`config.mk`:
```
export PLATFORM = sky130hd
export DESIGN_NAME = climate_scheduler
export DESIGN_NICKNAME = d
export VERILOG_FILES = /design/src/rtl/climate_scheduler.sv
export SDC_FILE = /design/constraint.sdc
export NUM_CORES = 1
export LEC_CHECK = 0
export ABC_AREA = 1
export BUFFER_PORTS_ARGS = -buffer_cell sky130_fd_sc_hd__buf_2
export CORE_UTILIZATION = 55
export CTS_BUF_LIST = sky130_fd_sc_hd__clkbuf_4
export DETAILED_ROUTE_END_ITERATION = 12
export GPL_TIMING_DRIVEN = 0
export PLACE_DENSITY = 0.78
export SLEW_MARGIN = 15
export SYNTH_ARGS = -nofsm -noshare
export SYNTH_HDL_FRONTEND = slang
export SYNTH_SLANG_ARGS = --single-unit
```
`constraint.sdc`:
```
create_clock -name clk -period 3.7 [get_ports clk]
set_input_delay 0.185 -clock clk [delete_from_list [all_inputs] [get_ports clk]]
set_output_delay 0.185 -clock clk [all_outputs]
set_load 0.1 [all_outputs]
```
`src/rtl/climate_scheduler.sv`:
```
// rtl/climate_scheduler.sv - registered climate mode FSM with hysteresis, dwell, fan ramp
// Optional AC compressor lockout enabled by CLIMATE_AC_LOCKOUT_EN.
module climate_scheduler #(
  parameter int MIN_DWELL  = 4,
  parameter int AC_LOCKOUT = 8,
  parameter int T_WIND     = 5,
  parameter int T_FAN      = 8,
  parameter int T_AC       = 11,
  parameter int HYST       = 1
) (
  input  logic       clk,
  input  logic       rst,
  input  logic [3:0] TEMP,
  input  logic       en,
  output logic       WIND,
  output logic       FAN,
  output logic       AC,
  output logic [3:0] fan_out,
  output logic [1:0] state
);

  localparam logic [1:0] S_IDLE = 2'd0;
  localparam logic [1:0] S_WIND = 2'd1;
  localparam logic [1:0] S_FAN  = 2'd2;
  localparam logic [1:0] S_COOL = 2'd3;

  localparam int DW = (MIN_DWELL > 1) ? $clog2(MIN_DWELL + 1) : 1;
  localparam logic [3:0] TH_WIND = 4'(T_WIND);
  localparam logic [3:0] TH_FAN  = 4'(T_FAN);
  localparam logic [3:0] TH_AC   = 4'(T_AC);

  logic [1:0]    cur;
  logic [1:0]    nxt;
  logic [DW-1:0] dwell;
  logic [1:0]    level;
  logic [3:0]    thr;
  logic [5:0]    temp_h;
  logic          dwell_ok;
  logic          lock_ok;
  logic          step_up;
  logic          step_down;
  logic          wind_d;
  logic          fan_d;
  logic          ac_d;
  logic [3:0]    fan_target;

  always_comb begin
    level = 2'd0;
    if (TEMP >= TH_AC)        level = 2'd3;
    else if (TEMP >= TH_FAN)  level = 2'd2;
    else if (TEMP >= TH_WIND) level = 2'd1;
  end

  always_comb begin
    thr = 4'd0;
    case (cur)
      S_WIND:  thr = TH_WIND;
      S_FAN:   thr = TH_FAN;
      S_COOL:  thr = TH_AC;
      default: thr = 4'd0;
    endcase
  end

  // TEMP < thr - HYST, rearranged so the subtraction can never wrap
  assign temp_h    = {2'b00, TEMP} + 6'(HYST);
  assign dwell_ok  = (dwell >= DW'(MIN_DWELL - 1));
  assign step_up   = (level > cur) && dwell_ok && ((cur != S_FAN) || lock_ok);
  assign step_down = (cur != S_IDLE) && (temp_h < {2'b00, thr}) && dwell_ok;

`ifdef CLIMATE_AC_LOCKOUT_EN
  localparam int LW = (AC_LOCKOUT > 0) ? $clog2(AC_LOCKOUT + 1) : 1;
  logic [LW-1:0] lockout;

  always_ff @(posedge clk) begin
    if (rst) begin
      lockout <= '0;
    end else if ((cur == S_COOL) && (nxt != S_COOL)) begin
      lockout <= LW'(AC_LOCKOUT);
    end else if (lockout != '0) begin
      lockout <= lockout - 1'b1;
    end
  end

  // the counter reaches zero on this same edge, so re-entry lands AC_LOCKOUT edges after exit
  assign lock_ok = (lockout <= LW'(1));
`else
  logic unused_ac_lockout;
  assign unused_ac_lockout = (AC_LOCKOUT != 0);
  assign lock_ok = 1'b1;
`endif

  always_ff @(posedge clk) begin
    if (rst) begin
      cur     <= S_IDLE;
      dwell   <= '0;
      WIND    <= 1'b0;
      FAN     <= 1'b0;
      AC      <= 1'b0;
      fan_out <= 4'd0;
    end else begin
      cur  <= nxt;
      WIND <= wind_d;
      FAN  <= fan_d;
      AC   <= ac_d;
      if (nxt != cur)    dwell <= '0;
      else if (!dwell_ok) dwell <= dwell + 1'b1;
      if (fan_out < fan_target)      fan_out <= fan_out + 4'd1;
      else if (fan_out > fan_target) fan_out <= fan_out - 4'd1;
    end
  end

  always_comb begin
    nxt = cur;
    if (!en)            nxt = S_IDLE;
    else if (step_up)   nxt = cur + 2'd1;
    else if (step_down) nxt = cur - 2'd1;
  end

  always_comb begin
    wind_d     = (nxt == S_WIND);
    fan_d      = (nxt == S_FAN) || (nxt == S_COOL);
    ac_d       = (nxt == S_COOL);
    fan_target = 4'd0;
    case (cur)
      S_FAN:   fan_target = (TEMP == 4'd0) ? 4'd1 : TEMP;
      S_COOL:  fan_target = 4'd4;
      default: fan_target = 4'd0;
    endcase
  end

  assign state = cur;

endmodule

```
==> impl_metrics.yaml <==
status:
  outcome: "finished, final reports clean"
clock_network:
  cts_buffers: 3
  cts_root_buf: "clkbuf_4"
  clkLatencyLatePin_ns: 0.27
  htree_levels: 1
  post_cts_buffers: 0
  cts_resized: 0
  cts_tree: "built"
  cts_buffer_depth: 2
  clk_pin_slew_ns: 0.08
  cts.hold.buffers_added: 0
  cts.sinks: 12
synthesis:
  ys_async_sr_fraction: 0
  synthTopCellsByArea: "ha_1 26%, dfxtp_1 23%, inv_1 6.6%"
  synth.ff_latch_count: 12
  yosysTopAreaCell: "ha_1"
  yosysMostFrequentCell: "ha_1"
  netlist_area_mm2: 0.00103
  syn_nets: 157
  synth.distinct_cells: 27
  avgSynthCellArea_um2: 8.03
  synth_top_flop_cell: "dfxtp_1"
  synthCells: 128
  synth_edf_count: 0
  yosys_warnings: 0
  synth_top_area_share: 0.256
  synth_common_cells: "21 x ha_1, 18 x inv_1, 14 x nand2_1"
  seq_area_frac_synth: 0.234
drt:
  drc: 0
  ant_nets: 0
  drt-initial-drc-count: 20
  vias_per_cell: 5.03
  wl_mm: 1.79
  dr.pass1.iters: 4
  vias: 865
  post_drt_wl_per_cell_um: 10.4
sta:
  drv_slew: 0
  fmax_ghz: 0.361
  slew_headroom: 0.677
  setup_viol_count_final: 0
  tns_ns: 0
  finalHoldViolCount: 0
  final.setup_skew_ns: 0.0105
  rsz0062_at_grt: "false"
  worstMarginPinSlew_ns: 0.488
  finalCritPeriodShare: 0.748
  min_period_ns: 2.77
hold_path:
  hp-class: "in -> reg"
  min_to: "FAN"
  min_path_cells: 2
  holdCritStartpoint: "rst"
global_route:
  grt_pass1_wl_mm: 3.13
  grt_usage: 0.206
  grt_start_max_net_pins: 9
  grt_overflow_total: 0
  grt_pass1_vias: 805
  antenna_found_initial: 0
layout:
  nets: 177
  nFillCells: 165
  syn_to_final_growth_pct: 12.9
  drive_gt1_frac: 0.238
  n_antenna_cell: 0
  final_util: 0.665
setup_path:
  critPathKind: "reg -> reg"
  cp_slowest_cell: "dfxtp_1"
  critPathLaunchType: "flip-flop"
  cp_max_fo: 8
  reg2regPathDepth: 15
  critPathMaxStageDelay_ns: 0.48
  cp.required_ns: 3.91
  arrival_ns: 2.98
  r2r_setup_slack_ns: 0.93
  rr_startpoint: "state[0]"
  path_cells: "inv_1 -> ha_1 -> a21oi_1 -> ha_1 -> nand2_1 -> inv_2 -> o21ai_1 -> nand2_1 -> ha_1 -> a21o_1 -> a21oi_1 -> nand3_1 -> o21ai_1 -> o21ai_1 -> a21oi_1"
  end_kind: "flip-flop"
  r2r-end: "fan_out[3]"
flow_run:
  drv_cap: 0
power:
  p_leak_nw: 0.622
  peakVddDrop_uv: 945
  powerDensity_mw_per_mm2: 761
  power.total_w: 0.000882
placed_design:
  gp_congestion: 0.796
  dp_hpwl_mm: 1.57
  port_buffers: 15
die:
  coreArea_mm2: 0.00175
  die_area_mm2: 0.00204
  die_height_um: 45.2
  die_w_um: 45.2
  io_pins: 16
  initial_utilization: 0.589
  rows: 15
==> layout by cell type (no fill, tap or decap), drive strengths merged, types with 3 or more instances in the layout <==
cell type | synthesis | final
a21oi | 10 | 10
buf | 0 | 15
clkbuf | 1 | 4
dfxtp | 12 | 12
ha | 21 | 21
inv | 20 | 20
nand2 | 21 | 21
nand3 | 8 | 8
nor2 | 14 | 14
o21ai | 9 | 9
xor2 | 3 | 3
==> layout make-up <==
class                           instances  area [um2]  share of cell area
Buffer                                  1        3.75             0.00324
Clock buffer                            3        22.5              0.0194
Clock inverter                          1        3.75             0.00324
Inverter                               20        75.1              0.0647
Multi-Input combinational cell         95         708               0.611
Sequential cell                        12         240               0.207
Tap cell                               25        31.3              0.0270
Timing Repair Buffer                   15        75.1              0.0647
==> per-layer routing <==
metal  up-vias  wire (um)  track usage
met5         -          0            0
met4         0         24        0.103
met3         4         43       0.0200
met2        15        854        0.354
met1       388        866        0.254
li1        458          -            -
==> how the worst max path moves through the flow <==
| stage | start | to | slack, ns | cells after the start |
|---|---|---|---|---|
| floorplan | state[0] | fan_out[3] | 0.40 | 15 |
| global placement | state[0] | fan_out[3] | 1.01 | 15 |
| detailed placement | state[0] | fan_out[3] | 0.93 | 15 |
| CTS | state[0] | fan_out[3] | 0.90 | 15 |
| global route | state[0] | fan_out[3] | 0.57 | 15 |
| finish | state[0] | fan_out[3] | 0.93 | 15 |
==> cells by family (layout without fill, tap and decap cells) <==
family / after synthesis / count (layout) / share of synthesized area
AND/OR/NAND/NOR: 45 / 45 / 0.240
AO/OA/AOI/OAI: 23 / 23 / 0.130
adder cells (fa/ha/maj): 22 / 22 / 0.275
buffers and inverters: 21 / 40 / 0.0767
flip-flops: 12 / 12 / 0.234
XOR/XNOR: 4 / 4 / 0.0341
multiplexers: 1 / 1 / 0.00974
==> registers in the layout, indices dropped and copies added (netlist names) <==
name     cells
FAN          1
AC           1
dwell        3
WIND         1
fan_out      4
state        2
==> worst max-delay path, delay by kind of cell (launching register included) <==
kind	cells	cell delay, ns
simple gates	3	0.32
buf+inv	2	0.19
fa+ha+maj	3	0.82
compound gates	7	0.87
flops	1	0.48
==> metrics by stage <==
stage | area (um2) | hold slack [ns] | cells | worst slack (ns)
after floorplan | 1030 | 0.257 | 128 | 0.404
after CTS | 1160 | 0.112 | 172 | 0.900
final | 1160 | 0.113 | 172 | 0.931
after global routing | 1160 | 0.105 | 172 | 0.566
after global placement | 1130 | 0.389 | 168 | 1.01
after detailed placement | 1130 | 0.401 | 168 | 0.935
==> power breakdown <==
part | internal (W) | total [W] | switching, W
sequential | 0.000168 | 0.000208 | 0.0000402
clock | 0.0000390 | 0.0000807 | 0.0000417
combinational | 0.000182 | 0.000593 | 0.000411
total | 0.000389 | 0.000882 | 0.000493
Note: power is estimated with default switching activity, not from simulation.
